$ cat src/rtl/alu_div_sequencer_if.sv
// Issue/writeback bundle for alu_div_sequencer.
// master: decode/issue + writeback side. slave: the divide sequencer.
// Handshake: a result transfers on a rising edge where outValid & outReady.
// outValid, quotient, remainder and divByZero stay stable until that edge.
// start is a single-cycle request and is only looked at while busy is low.
interface alu_div_sequencer_if #(
  parameter int WIDTH = 32
);
  logic             start;
  logic [WIDTH-1:0] dividend;
  logic [WIDTH-1:0] divisor;
  logic             isSigned;
  logic             busy;
  logic             outValid;
  logic             outReady;
  logic [WIDTH-1:0] quotient;
  logic [WIDTH-1:0] remainder;
  logic             divByZero;

  modport master (
    output start, dividend, divisor, isSigned, outReady,
    input  busy, outValid, quotient, remainder, divByZero
  );

  modport slave (
    input  start, dividend, divisor, isSigned, outReady,
    output busy, outValid, quotient, remainder, divByZero
  );
endinterface

$ cat src/rtl/alu_div_sequencer.sv
// alu_div_sequencer: multi-cycle restoring divider that borrows the ALU SUB
// datapath. While busy it drives the ALU inputs and uses the ALU borrow
// (carry) to decide each quotient bit; one bit per cycle, MSB first.
// Optional feature macro: SIGNED_DIV_EN adds two's-complement division with a
// one-cycle FIXUP state that applies the result signs.
// dbg_state exposes the FSM state (0 IDLE, 1 DIVIDE, 2 FIXUP, 3 DONE).
module alu_div_sequencer #(
  parameter int         WIDTH   = 32,
  parameter logic [3:0] OP_SUB  = 4'd10,
  parameter logic [3:0] OP_PASS = 4'd13
) (
  input  logic                clk,
  input  logic                rst,
  alu_div_sequencer_if.slave  bus,
  output logic [WIDTH-1:0]    aluA,
  output logic [WIDTH-1:0]    aluB,
  output logic [3:0]          aluOpSel,
  input  logic [WIDTH-1:0]    aluResult,
  input  logic                aluCarry,
  output logic [1:0]          dbg_state
);

  localparam int CW = $clog2(WIDTH);
  localparam logic [CW-1:0] LAST_ITER = CW'(WIDTH - 1);

  typedef enum logic [1:0] {
    IDLE   = 2'd0,
    DIVIDE = 2'd1,
    FIXUP  = 2'd2,
    DONE   = 2'd3
  } state_t;

  state_t           state;
  logic [WIDTH-1:0] rem_acc;   // partial remainder R
  logic [WIDTH-1:0] quo_acc;   // dividend shifting out / quotient shifting in (Q)
  logic [WIDTH-1:0] div_reg;   // divisor magnitude D
  logic [CW-1:0]    count;

  logic             qbit;
  logic [WIDTH-1:0] rem_next;
  logic [WIDTH-1:0] quo_next;
  logic [WIDTH-1:0] op_a;
  logic [WIDTH-1:0] op_b;

`ifdef SIGNED_DIV_EN
  logic neg_quo;
  logic neg_rem;
`else
  logic unused_is_signed;
  assign unused_is_signed = bus.isSigned;
`endif

  assign dbg_state = state;

  // One restoring step. aluA already holds {R[W-2:0], Q[W-1]} and aluB holds D.
  // If R's MSB is set the shifted value exceeds any divisor, so subtract
  // regardless of borrow; the modulo-2^W ALU difference is exact then.
  always_comb begin
    qbit     = rem_acc[WIDTH-1] | ~aluCarry;
    rem_next = qbit ? aluResult : aluA;
    quo_next = {quo_acc[WIDTH-2:0], qbit};
  end

  // Operands as seen by the unsigned core: magnitudes for signed requests.
  always_comb begin
    op_a = bus.dividend;
    op_b = bus.divisor;
`ifdef SIGNED_DIV_EN
    if (bus.isSigned && bus.dividend[WIDTH-1]) op_a = -bus.dividend;
    if (bus.isSigned && bus.divisor[WIDTH-1])  op_b = -bus.divisor;
`endif
  end

  // Control FSM with registered outputs and iteration datapath registers.
  always_ff @(posedge clk or negedge rst) begin
    if (!rst) begin
      state         <= IDLE;
      rem_acc       <= '0;
      quo_acc       <= '0;
      div_reg       <= '0;
      count         <= '0;
      bus.busy      <= 1'b0;
      bus.outValid  <= 1'b0;
      bus.quotient  <= '0;
      bus.remainder <= '0;
      bus.divByZero <= 1'b0;
      aluA          <= '0;
      aluB          <= '0;
      aluOpSel      <= OP_PASS;
`ifdef SIGNED_DIV_EN
      neg_quo       <= 1'b0;
      neg_rem       <= 1'b0;
`endif
    end else begin
      case (state)
        IDLE: begin
          bus.busy     <= 1'b0;
          bus.outValid <= 1'b0;
          aluOpSel     <= OP_PASS;
          aluA         <= '0;
          aluB         <= '0;
          if (bus.start) begin
            quo_acc  <= op_a;
            div_reg  <= op_b;
            rem_acc  <= '0;
            count    <= '0;
            bus.busy <= 1'b1;
`ifdef SIGNED_DIV_EN
            neg_quo  <= bus.isSigned & (bus.dividend[WIDTH-1] ^ bus.divisor[WIDTH-1]);
            neg_rem  <= bus.isSigned & bus.dividend[WIDTH-1];
`endif
            if (bus.divisor == '0) begin
              // Divide by zero skips the iterations; the result is fixed.
              state         <= DONE;
              bus.outValid  <= 1'b1;
              bus.quotient  <= '1;
              bus.remainder <= bus.dividend;
              bus.divByZero <= 1'b1;
            end else begin
              state         <= DIVIDE;
              bus.divByZero <= 1'b0;
              aluOpSel      <= OP_SUB;
              aluA          <= {{(WIDTH-1){1'b0}}, op_a[WIDTH-1]};
              aluB          <= op_b;
            end
          end
        end

        DIVIDE: begin
          rem_acc <= rem_next;
          quo_acc <= quo_next;
          count   <= count + 1'b1;
          if (count == LAST_ITER) begin
            // Hand the ALU back as soon as the last bit is decided.
            aluOpSel <= OP_PASS;
            aluA     <= '0;
            aluB     <= '0;
`ifdef SIGNED_DIV_EN
            state    <= FIXUP;
`else
            state         <= DONE;
            bus.outValid  <= 1'b1;
            bus.quotient  <= quo_next;
            bus.remainder <= rem_next;
`endif
          end else begin
            // Next step's shifted remainder; quo_next's MSB is quo_acc[W-2].
            aluA <= {rem_next[WIDTH-2:0], quo_acc[WIDTH-2]};
            aluB <= div_reg;
          end
        end

`ifdef SIGNED_DIV_EN
        FIXUP: begin
          // Quotient negative when signs differ; remainder follows dividend.
          state         <= DONE;
          bus.outValid  <= 1'b1;
          bus.quotient  <= neg_quo ? -quo_acc : quo_acc;
          bus.remainder <= neg_rem ? -rem_acc : rem_acc;
        end
`endif

        DONE: begin
          if (bus.outReady) begin
            state        <= IDLE;
            bus.outValid <= 1'b0;
            bus.busy     <= 1'b0;
          end
        end

        default: begin
          state        <= IDLE;
          bus.busy     <= 1'b0;
          bus.outValid <= 1'b0;
          aluOpSel     <= OP_PASS;
          aluA         <= '0;
          aluB         <= '0;
        end
      endcase
    end
  end

endmodule

$ cat src/flat_wrapper.sv
// flat-port wrapper written by rule: the top's interface ports become plain ports
module alu_div_sequencer_flat 
#(
  parameter int         WIDTH   = 32,
  parameter logic [3:0] OP_SUB  = 4'd10,
  parameter logic [3:0] OP_PASS = 4'd13
)
  (clk, rst, aluA, aluB, aluOpSel, aluResult, aluCarry, dbg_state, bus_start, bus_dividend, bus_divisor, bus_isSigned, bus_outReady, bus_busy, bus_outValid, bus_quotient, bus_remainder, bus_divByZero);
  alu_div_sequencer_if #(.WIDTH(WIDTH)) bus_i ();
  input  logic clk;
  input  logic rst;
  output logic [WIDTH-1:0] aluA;
  output logic [WIDTH-1:0] aluB;
  output logic [3:0] aluOpSel;
  input  logic [WIDTH-1:0] aluResult;
  input  logic aluCarry;
  output logic [1:0] dbg_state;
  input wire logic [$bits(bus_i.start)-1:0] bus_start;
  input wire logic [$bits(bus_i.dividend)-1:0] bus_dividend;
  input wire logic [$bits(bus_i.divisor)-1:0] bus_divisor;
  input wire logic [$bits(bus_i.isSigned)-1:0] bus_isSigned;
  input wire logic [$bits(bus_i.outReady)-1:0] bus_outReady;
  output wire logic [$bits(bus_i.busy)-1:0] bus_busy;
  output wire logic [$bits(bus_i.outValid)-1:0] bus_outValid;
  output wire logic [$bits(bus_i.quotient)-1:0] bus_quotient;
  output wire logic [$bits(bus_i.remainder)-1:0] bus_remainder;
  output wire logic [$bits(bus_i.divByZero)-1:0] bus_divByZero;
  assign bus_i.start = bus_start;
  assign bus_i.dividend = bus_dividend;
  assign bus_i.divisor = bus_divisor;
  assign bus_i.isSigned = bus_isSigned;
  assign bus_i.outReady = bus_outReady;
  assign bus_busy = bus_i.busy;
  assign bus_outValid = bus_i.outValid;
  assign bus_quotient = bus_i.quotient;
  assign bus_remainder = bus_i.remainder;
  assign bus_divByZero = bus_i.divByZero;
  alu_div_sequencer #(.WIDTH(WIDTH), .OP_SUB(OP_SUB), .OP_PASS(OP_PASS)) u_core (.clk(clk), .rst(rst), .bus(bus_i), .aluA(aluA), .aluB(aluB), .aluOpSel(aluOpSel), .aluResult(aluResult), .aluCarry(aluCarry), .dbg_state(dbg_state));
endmodule
$ cat config.mk
export PLATFORM = sky130hd
export DESIGN_NAME = alu_div_sequencer_flat
export DESIGN_NICKNAME = d
export VERILOG_FILES = /design/src/rtl/alu_div_sequencer_if.sv /design/src/rtl/alu_div_sequencer.sv /design/src/flat_wrapper.sv
export SDC_FILE = /design/constraint.sdc
export NUM_CORES = 1
export LEC_CHECK = 0
export BUFFER_PORTS_ARGS = -buffer_cell sky130_fd_sc_hd__buf_2
export CAP_MARGIN = 10
export CORE_ASPECT_RATIO = 0.9
export CORE_UTILIZATION = 45
export CTS_BUF_LIST = sky130_fd_sc_hd__clkbuf_4 sky130_fd_sc_hd__clkbuf_8
export DETAILED_ROUTE_END_ITERATION = 16
export GPL_TIMING_DRIVEN = 1
export PLACE_DENSITY = 0.76
export SETUP_SLACK_MARGIN = 0.1
export SKIP_CTS_REPAIR_TIMING = 1
export SYNTH_ARGS = -nofsm -noshare
export SYNTH_HDL_FRONTEND = slang
export SYNTH_SLANG_ARGS = --single-unit
$ cat constraint.sdc
create_clock -name clk -period 5.4 [get_ports clk]
set_input_delay 1.35 -clock clk [delete_from_list [all_inputs] [get_ports clk]]
set_output_delay 1.35 -clock clk [all_outputs]
set_load 0.005 [all_outputs]
# Yosys cells after proc, flatten, opt, wreduce, memory -nomap -nowiden
# Cells that the tools add are included.
[word_totals]
output_inout_bits = 137
input_bits = 102
wordCells = 74
regBits = 237
[classes]
n_bitwise = 4
eq_ne = 7
addsub = 1
n_mux = 39
n_reduce_logical = 10
[ops]
columns = ["operator", "count"]
rows = [
  ["$mux 32", 13],
  ["$pmux 32 s2", 3],
  ["$pmux 32 s3", 2],
  ["$pmux 31 s2", 1],
  ["$logic_not 32->1", 1],
  ["$mux 31", 1],
  ["$pmux 4 s3", 1],
  ["$pmux 5 s2", 1],
  ["$reduce_and 2->1", 5],
  ["$mux 2", 4],
  ["$mux 4", 2],
  ["$mux 1", 6],
  ["$pmux 1 s3", 2],
  ["$pmux 2 s3", 1],
  ["$add 5x1->5 const B", 1],
  ["$eq 5x5->1 const B", 1],
  ["$mux 5", 1],
  ["$ne 2x1->1 const B", 2],
  ["$ne 2x2->1 const B", 2],
  ["$reduce_and 4->1", 1],
  ["$mux 3", 1],
  ["$not 1->1", 3],
  ["$reduce_and 3->1", 1],
  ["$eq 2x1->1 const B", 1],
  ["other kinds (4)", 4],
]

# Longest topological paths before layout
# Gate-level depths: netlist (run 1).
[logic_depth]
word_depth = 5
mapped_depth = 9
ltp_nobuf = 7

# Worst setup path after synthesis (run 1)
# No wires, ideal clock.
[synth_path]
kind = "input to register"
start = "input port bus_divisor[10]"
end = "register u_core.bus.remainder[14]"
path_buffers = 2
path_slack_ns = 2.899
path_stages = 6
setup_time_ns = 0.087
arrival_ns = 2.414
required_ns = 5.313
path_cell_list = "nor4_1 -> and4_1 -> a21oi_1 -> buf_6 -> buf_2 -> o211ai_1"
[synth_between]
elab_chain_cells = 3
[synth_lines]
columns = ["item", "line_no", "source"]
rows = [
  ["start: declaration", "flat_wrapper.sv:20", "input wire logic [$bits(bus_i.divisor)-1:0] bus_divisor;"],
  ["$logic_not 32->1", "alu_div_sequencer.sv:112", "if (bus.divisor == '0) begin"],
  ["$ne 2x1->1 (no source line)", "n/a", ""],
  ["$reduce_and 4->1 (no source line)", "n/a", ""],
  ["end signal: assignment", "alu_div_sequencer.sv:117", "bus.remainder <= bus.dividend;"],
  ["end signal: assignment", "alu_div_sequencer.sv:144", "bus.remainder <= rem_next;"],
  ["end: declaration", "alu_div_sequencer_if.sv:27", "output busy, outValid, quotient, remainder, divByZero"],
]
# Every way passes these cells.
# A chain may end at the register's enable or synchronous reset.

# Worst setup path after layout (run 1)
[layout_path]
start = "register u_core.state[0], in the netlist u_core.dbg_state[0]"
end = "output port dbg_state[0]"
[layout_lines]
columns = ["item", "line_no", "source"]
rows = [
  ["start: declaration", "alu_div_sequencer.sv:33", "state_t state;"],
  ["start signal: assignment", "alu_div_sequencer.sv:77", "state <= IDLE;"],
  ["start signal: assignment", "alu_div_sequencer.sv:114", "state <= DONE;"],
  ["start signal: assignment", "alu_div_sequencer.sv:120", "state <= DIVIDE;"],
  ["end: declaration", "flat_wrapper.sv:17", "output logic [1:0] dbg_state;"],
]
# No word-level cell between the ends.

==> summary.md, run 1 <==
| Metric | Value |
|---|---|
| Slew HR | 0.348 |
| Hold path depth | 2 |
| Syn Nets | about 1100 |
| R2r setup slk | roughly 2.5 ns |
| Max Slew Vio Count | 0 |
| Final HPWL DP | 17.1 mm |
| RSZ-0062 raised after global routing | false |
| I/O pins | 239 |
| Drt wl/cell | 17.8 um |
| Worst Reg-to-Reg Cells | 8 |
| Fraction of layout cells with a size suffix above 1 | 0.267 |
| Die area | between 20000 and 25000 um^2 |
| Multi-input logic area | 3810 um^2 |
| Largest cells by area after synthesis | dfrtp_1, nand2_1, mux2i_1, o21ai_0, a211o_1 |
| Tot GR Track Use | 0.247 |
| Post-synthesis sequential area ratio | 0.545 |
| Worst hold slack | 0.475 ns |
| Ys flop type | dfrtp_1 |
| Total core area | roughly 20000 um^2 |
| Worst EP arrival | between 1.5 and 2 ns |
| Max_cap viols | 0 |
| Crit path cell chain | buf_4 > buf_2 |
| Crit path max-delay cell type | buf_4 |
| DP Cell Count | roughly 1400 |
| Worst VDD drop | slightly above 0.3 mV |
| Startpoint Class | flip-flop |
| Port bufs | 236 |
| Global-route wire length before repair | 42.2 mm |
| Worst-path clk slew | 0.06 ns |
| Starting density of the core | 0.465 |
| Mapped cell area | 9370 um^2 |
| Number of cells on the critical path | 2 |
| Synth-to-Final Area Change | 21.5% |
| Total Routed Length | between 20 and 30 mm |
| Post-synth EDFFs | 0 |
| Final Net Count | roughly 1300 |
| Layout Cells excl Fill | 1471 |
| Post-synth top area cell | dfrtp_1 |
| Worst Skew | 0.0174 ns |
| TritonCTS clock tree | built |
| Fin crit period | 2.97 ns |
| Vias after detailed routing | 8079 |
| H-tree levels | 2 |
| Post-route ant nets | 0 |
| CP required | slightly above 4 ns |
| Die Y | 139 um |
| Initial antenna violation count | 1 |
| Hold Vio Cnt, Final | 0 |
| Initial drt markers | 433 |
| Cells after synthesis | 980 |
| Clock latency on the worst-skew pair | 0.51 ns |
| Synth async-reset ratio | 1.00 |
| Mean Syn Cell Area | roughly 9.6 um^2 |
| Top Family by Delay on Critical Path | buffers and inverters |
| Status | completed |
| FP Rows | 49 |
| WP buf/inv | 2 |
| Lkg Pwr | 5.69 nW |
| Clock Path Buffers | 3 |
| Register bit total from synthesis | just over 200 |
| Most common cell in the synthesized netlist | nand2_1 |
| Largest net degree at the start of global routing | 112 |
| Final setup vio count | 0 |
| Die W | ~150 um |
| CP Capture Type | output pin |
| CTS buffer count | 35 |
| CP Max Fanout | 44 |
| Worst-margin pin slew | 0.976 ns |
| Synth top area share | 0.542 |
| Number of global-route vias before repair | ~8000 |
| Vias per inst | 5.49 |
| Synth Warn # | 0 |
| Residual DRC count | 0 |
| Drt pass-1 iters | 5 |
| RePlAce Congestion | 0.816 |
| Final worst-path cycle share | 0.550 |
| Fmax achieved | between 300 and 400 MHz |
| Setup TNS | 0 ns |
| Total grt overflow | 0 |
| Register area | 5110 um^2 |
| Clk root buf | clkbuf_8 |
| CTS sink cnt | about 200 |
| Crit Path Category | flip-flop to output pin |
| Slowest cell delay on critical path | 0.52 ns |
| Power Density | between 500 and 600 nW/um^2 |
| Top post-synthesis cells by count | nand2_1, dfrtp_1, o21ai_0 |
| Fill cells | about 1800 |
| Post-synth cell types | 37 |
| Hold WC Path Type | flip-flop to flip-flop |
==> path summary, 6_finish.rpt <==
path                                           from                        to
worst max-delay path            u_core.dbg_state[0]              dbg_state[0]
max in group asynchronous                       rst         u_core.quo_acc[7]
worst max register to register      u_core.count[0]  u_core.bus.remainder[30]
worst min-delay path             u_core.div_reg[15]        u_core.div_reg[15]
min in group asynchronous                       rst           u_core.aluA[24]
worst min register to register   u_core.div_reg[15]        u_core.div_reg[15]
==> stage by stage <==
step	util	worst slack [ns]	power, mW	cell area, um^2
floorplan	-	2.90	4.37	9370
global placement	0.529	2.03	5.28	10700
detailed placement	0.529	2.03	5.41	10700
CTS	0.564	2.40	6.83	11400
global route	0.565	2.37	7.29	11400
finish	0.565	2.43	6.79	11400
==> cells in the final DEF, fill, tap and decap left out, types with 2 or more instances in the layout <==
| master | netlist | layout |
|---|---|---|
| mux2i_1 | 62 | 62 |
| buf_2 | 27 | 235 |
| clkbuf_4 | 0 | 11 |
| a21oi_1 | 36 | 35 |
| nand2_1 | 233 | 233 |
| a22o_1 | 4 | 4 |
| a22oi_1 | 32 | 32 |
| inv_1 | 33 | 33 |
| and4_1 | 2 | 2 |
| nand3_1 | 3 | 3 |
| clkinvlp_4 | 0 | 3 |
| o22ai_1 | 32 | 32 |
| o211ai_1 | 32 | 32 |
| buf_4 | 9 | 17 |
| a211o_1 | 32 | 32 |
| nor2b_1 | 33 | 32 |
| clkbuf_8 | 0 | 45 |
| dfrtp_1 | 203 | 202 |
| o21ai_0 | 103 | 103 |
| nand4_1 | 3 | 3 |
| ha_1 | 2 | 2 |
| nor2_1 | 36 | 34 |
| nand2b_1 | 2 | 2 |
| nor2_2 | 0 | 2 |
| nor4_1 | 8 | 8 |
==> power by group <==
| part | internal (mW) | switching (mW) |
|---|---|---|
| sequential | 2.26 | 0.514 |
| clock | 0.805 | 0.611 |
| combinational | 1.10 | 1.50 |
==> cell type report <==
| class | instances | area share |
|---|---|---|
| Clock inverter | 3 | 0.00198 |
| Inverter | 33 | 0.0109 |
| Sequential cell | 204 | 0.449 |
| Tap cell | 255 | 0.0280 |
| Clock buffer | 55 | 0.0604 |
| Timing Repair Buffer | 253 | 0.116 |
| Multi-Input combinational cell | 667 | 0.334 |
| Antenna cell | 1 | 0.000220 |
==> tightest hold or removal path, cell delays in order, from the launching register on <==
cell     delay (ns)
dfrtp_1        0.34
nand2_1        0.05
nand2_1        0.06
==> metal layers <==
metal	vias to the layer above	wire, um	track usage
met5	-	0	0
met4	0	370	0.0653
met3	28	1600	0.0484
met2	279	12100	0.394
met1	3954	12100	0.344
li1	3818	-	-
==> cells by family after synthesis <==
group                    after synthesis  synth area share
AND/OR/NAND/NOR                      327             0.148
AO/OA/AOI/OAI                        275             0.184
flip-flops                           204             0.545
buffers and inverters                109            0.0541
multiplexers                          62            0.0662
adder cells (fa/ha/maj)                2           0.00267
other                                  1          0.000400
Note: power is estimated with default switching activity, not from simulation.
==> run 2, diff against run 1 <==
--- a/config.mk
+++ b/config.mk
@@ -12,7 +12,7 @@
 export CTS_BUF_LIST = sky130_fd_sc_hd__clkbuf_4 sky130_fd_sc_hd__clkbuf_8
 export DETAILED_ROUTE_END_ITERATION = 16
 export GPL_TIMING_DRIVEN = 1
-export PLACE_DENSITY = 0.76
+export PLACE_DENSITY = 0.79
 export SETUP_SLACK_MARGIN = 0.1
 export SKIP_CTS_REPAIR_TIMING = 1
 export SYNTH_ARGS = -nofsm -noshare
==> constraint.sdc (replaced) <==
create_clock -name clk -period 2.4 [get_ports clk]
set_input_delay 0.6 -clock clk [delete_from_list [all_inputs] [get_ports clk]]
set_output_delay 0.6 -clock clk [all_outputs]
set_load 0.005 [all_outputs]
==> summary.md, run 2 (synthesis results as in run 1) <==
| Metric | Value |
|---|---|
| Number of global-route vias before repair | 8146 |
| CP most frequent cell | ha_1 |
| Clock latency on the worst-skew pair | 0.51 ns |
| Vias per inst | 5.52 |
| Slowest cell delay on critical path | 0.39 ns |
| RePlAce Congestion | 0.843 |
| CTS buffer count | 36 |
| Max_cap viols | 0 |
| Switching share of power | 0.383 |
| Clock Path Buffers | 3 |
| I/O pins | 239 |
| Multi-input logic area | ~3800 um^2 |
| Net Switching | 5.99 mW |
| Initial drt markers | 572 |
| Fin crit period | approximately 2.2 ns |
| Final worst-path cycle share | 0.896 |
| Lkg Pwr | 5.81 nW |
| Hold WC Path Type | primary input to asynchronous set/reset pin |
| Fill cells | 1719 |
| Fraction of layout cells with a size suffix above 1 | 0.273 |
| Setup TNS | 0 ns |
| Seq pwr share | 0.401 |
| Total grt overflow | 0 |
| Status | completed |
| H-tree levels | 2 |
| Synth-to-Final Area Change | 24.2% |
| Worst VDD drop | 0.683 mV |
| Drt wl/cell | approximately 18 um |
| Crit path cell chain | ha_1 > and3_1 > ha_1 > mux2i_1 > or2_2 > buf_12 > a211o_1 > o211ai_1 |
| Final HPWL DP | 17.2 mm |
| Tot GR Track Use | 0.247 |
| Initial antenna violation count | 3 |
| Power Density | 1340 nW/um^2 |
| Total Routed Length | around 26 mm |
| Total core area | ~20000 um^2 |
| Hold Vio Cnt, Final | 0 |
| Die area | 21400 um^2 |
| Final setup vio count | 0 |
| Commonest non-fill, non-tap cell in the layout | buf_2 |
| Commonest cells after routing, fill and taps aside | buf_2, nand2_1, dfrtp_1 |
| CTS sink cnt | 204 |
| Power, Total | 15.6 mW |
| Port bufs | 236 |
| Starting density of the core | 0.465 |
| Combinational Power Share | 0.385 |
| Worst-margin pin slew | between 0.8 and 0.9 ns |
| Clk root buf | clkbuf_8 |
| RSZ-0062 raised after global routing | false |
| P_int | 9.65 mW |
| Slew HR | 0.461 |
| TritonCTS clock tree | built |
| Worst Skew | 0.0199 ns |
| Crit Path Category | flip-flop to flip-flop |
| Final Net Count | 1308 |
| CP Max Fanout | 44 |
| Global-route wire length before repair | around 42 mm |
| Die Y | ~140 um |
| Worst-path clk slew | 0.06 ns |
| Crit path max-delay cell type | dfrtp_1 |
| Residual DRC count | 0 |
| Die W | between 150 and 200 um |
| Fmax achieved | 465 MHz |
| Clk network pwr share | 0.213 |
| Max Slew Vio Count | 0 |
| Register area | 5110 um^2 |
| WP buf/inv | 1 |
| CP required | 2.80 ns |
| Top Family by Delay on Critical Path | simple AND/OR/NAND/NOR gates |
| Worst EP arrival | 2.55 ns |
| Largest net degree at the start of global routing | 66 |
| FP Rows | 49 |
| CP Capture Type | flip-flop |
| Vias after detailed routing | 8197 |
| Post-route ant nets | 0 |
| Startpoint Class | flip-flop |
| Drt pass-1 iters | 5 |
[run 2: final cells by class]
type	count	share of cell area
diodes	3	0.000645
repair buffers	262	0.131
clock buffers	54	0.0590
multi-input cells	667	0.327
well taps	255	0.0274
flip-flops and latches	204	0.439
inverters	33	0.0106
clock inverters	6	0.00516
[run 2: final timing paths]
kind	from	to	slack [ns]	depth (start not counted)
hold reg to reg	u_core.div_reg[19]	u_core.div_reg[19]	0.48	2
hold / removal	rst	u_core.aluB[17]	0.06	1
setup reg to reg	u_core.count[0]	u_core.bus.remainder[10]	0.25	8
max in group asynchronous	rst	u_core.bus.quotient[9]	1.66	2
setup / recovery	u_core.count[0]	u_core.bus.remainder[10]	0.25	8
min in group clk	bus_outReady	u_core.dbg_state[1]	0.29	2
[run 2: per-layer routing]
metal  part of all wire  GRT usage
met3              0.070     0.0478
met1               0.44      0.333
met4              0.025     0.0974
met5                  0          0
met2               0.47      0.394
[run 2: power groups by stage]
stage                     Combinational (mW)  Sequential, mW  Clock (mW)
after floorplan                         3.69            6.13           0
after global placement                  5.85            6.20           0
after detailed placement                6.07            6.28           0
after CTS                               6.08            6.26        3.41
after global routing                    6.74            6.48        3.57
final                                   6.03            6.28        3.34
[run 2: metrics by stage]
stage | instances | hold WS (ns) | worst slack [ns] | utilization | instance area, um^2
5_1_grt | 1484 | 0.0750 | 0.143 | 0.577 | 11600
6_report | 1484 | 0.0613 | 0.249 | 0.577 | 11600
4_1_cts | 1481 | 0.0596 | 0.0680 | 0.576 | 11600
3_5_place_dp | 1421 | 0.463 | 0.0770 | 0.539 | 10900
2_1_floorplan | 980 | 0.304 | 0.460 | - | 9370
3_3_place_gp | 1421 | 0.458 | 0.151 | 0.539 | 10900
==> run 3, diff against run 2 <==
--- a/config.mk
+++ b/config.mk
@@ -13,6 +13,7 @@
 export DETAILED_ROUTE_END_ITERATION = 16
 export GPL_TIMING_DRIVEN = 1
 export PLACE_DENSITY = 0.79
+export REMOVE_ABC_BUFFERS = 1
 export SETUP_SLACK_MARGIN = 0.1
 export SKIP_CTS_REPAIR_TIMING = 1
 export SYNTH_ARGS = -nofsm -noshare
==> summary.md, run 3 (synthesis results as in run 1) <==
| Metric | Value |
|---|---|
| Clock latency on the worst-skew pair | around 0.52 ns |
| Crit path launch | u_core.dbg_state[0] |
| Die Y | about 140 um |
| Worst-margin pin slew | roughly 0.84 ns |
| Commonest cells after routing, fill and taps aside | buf_2, nand2_1, dfrtp_1 |
| Number of global-route vias before repair | 8292 |
| CTS sink cnt | 204 |
| Drt wl/cell | 18.4 um |
| Crit path cell chain | buf_6 > buf_2 |
| Startpoint Class | flip-flop |
| Hold Vio Cnt, Final | 0 |
| Residual DRC count | 0 |
| CP Max Fanout | 23 |
| Max_cap viols | 0 |
| Total Routed Length | 27.4 mm |
| Status | completed |
| Slew HR | 0.442 |
| CP required | 1.80 ns |
| Die W | between 150 and 200 um |
| Worst VDD drop | ~0.74 mV |
| Crit Path Category | flip-flop to output pin |
| Fill cells | 1757 |
| Port bufs | 236 |
| I/O pins | 239 |
| H-tree levels | 2 |
| Total grt overflow | 0 |
| Slowest cell delay on critical path | 0.58 ns |
| Final setup vio count | 0 |
| CTS buffer count | 37 |
| Initial drt markers | 575 |
| Fmax achieved | between 400 and 500 MHz |
| Final worst slack | 0.220 ns |
| Final HPWL DP | 17.8 mm |
| Largest net degree at the start of global routing | 62 |
| Clk root buf | clkbuf_8 |
| Die area | 21400 um^2 |
| Total core area | 20200 um^2 |
| Worst-path clk slew | 0.06 ns |
| Power Density | 1340 nW/um^2 |
| Worst Reg-to-Reg Cells | 8 |
| Hold WC Path Type | primary input to asynchronous set/reset pin |
| Drt pass-1 iters | 7 |
| Worst EP arrival | approximately 1.6 ns |
| Starting density of the core | 0.465 |
| Commonest non-fill, non-tap cell in the layout | buf_2 |
| Clock Path Buffers | 3 |
| Synth-to-Final Area Change | 24.4% |
| Crit path max-delay cell type | dfrtp_2 |
| Global-route wire length before repair | around 44 mm |
| Vias after detailed routing | 8314 |
| Lkg Pwr | a little under 6 nW |
| Tot GR Track Use | 0.257 |
| Worst Skew | 0.0193 ns |
| Post-route ant nets | 0 |
| Vias per inst | 5.59 |
| Critical R2R Launch | u_core.count[0] |
| Fraction of layout cells with a size suffix above 1 | 0.277 |
| FP Rows | 49 |
| Max Slew Vio Count | 0 |
| Final Net Count | 1312 |
| CP Capture Type | output pin |
| RSZ-0062 raised after global routing | false |
| Initial antenna violation count | 3 |
| RePlAce Congestion | 0.775 |
| TritonCTS clock tree | built |
| Final worst-path cycle share | 0.908 |
| Pre-CTS setup slack | 0.111 ns |
| Fin crit period | 2.18 ns |
| Setup TNS | 0 ns |
==> run 3: changes by cell type in the layout (fill, tap and decap cells not counted) <==
cell,delta
buf_12,-1
buf_4,+2
buf_6,+1
bufinv_16,-1
clkbuf_4,-1
clkinv_2,+3
ha_1,-1
ha_4,+1
mux2i_1,-1
mux2i_4,+1
nor2_4,+1
==> run 3: per-stage QoR <==
| step | hold slack, ns | utilization | power [mW] | cells | cell area, um^2 |
|---|---|---|---|---|---|
| after CTS | 0.0830 | 0.576 | 15.7 | 1484 | 11600 |
| after global placement | 0.458 | 0.540 | 12.1 | 1423 | 10900 |
| after global routing | 0.100 | 0.578 | 16.8 | 1486 | 11700 |
| after floorplan | 0.304 | - | 9.51 | 904 | 8990 |
| after detailed placement | 0.463 | 0.540 | 12.4 | 1423 | 10900 |
| final | 0.0695 | 0.578 | 15.7 | 1488 | 11700 |
==> run 3: power breakdown <==
group          internal (mW)  switching (mW)  leakage, nW
clock network           1.81            1.42        0.384
logic                   2.67            3.48         2.94
registers               5.09            1.20         2.48
total                   9.57            6.10         5.80
==> run 3: worst paths after layout <==
path	slack, ns	end
worst max register to register	0.23	u_core.bus.remainder[27]
worst min register to register	0.47	u_core.div_reg[11]
worst max-delay path	0.22	dbg_state[0]
min in group clk	0.28	u_core.dbg_state[1]
max in group asynchronous	1.69	u_core.bus.remainder[11]
worst min-delay path	0.07	u_core.aluA[18]
==> run 3: layer usage <==
metal	global-route usage	wire length, um	vias to the layer above	part of all wire
li1	-	-	3852	-
met1	0.344	11700	4050	0.43
met2	0.407	12700	355	0.46
met3	0.0684	2350	57	0.086
met4	0.0784	635	0	0.023
met5	0	0	-	0
==> run 3: final cells by class <==
| cell class | instances | area, um^2 | share of cell area |
|---|---|---|---|
| Sequential cell | 204 | 5110 | 0.438 |
| Timing Repair Buffer | 264 | 1530 | 0.131 |
| Inverter | 33 | 124 | 0.0106 |
| Clock buffer | 53 | 679 | 0.0583 |
| Antenna cell | 3 | 7.51 | 0.000644 |
| Clock inverter | 8 | 45.0 | 0.00386 |
| Tap cell | 255 | 319 | 0.0274 |
| Multi-Input combinational cell | 668 | 3850 | 0.330 |
==> run 3: critical path: cells and delay by family (launching register included) <==
| kind | cells | cell delay [ns] |
|---|---|---|
| DFF | 1 | 0.58 |
| buffers and inverters | 2 | 0.47 |
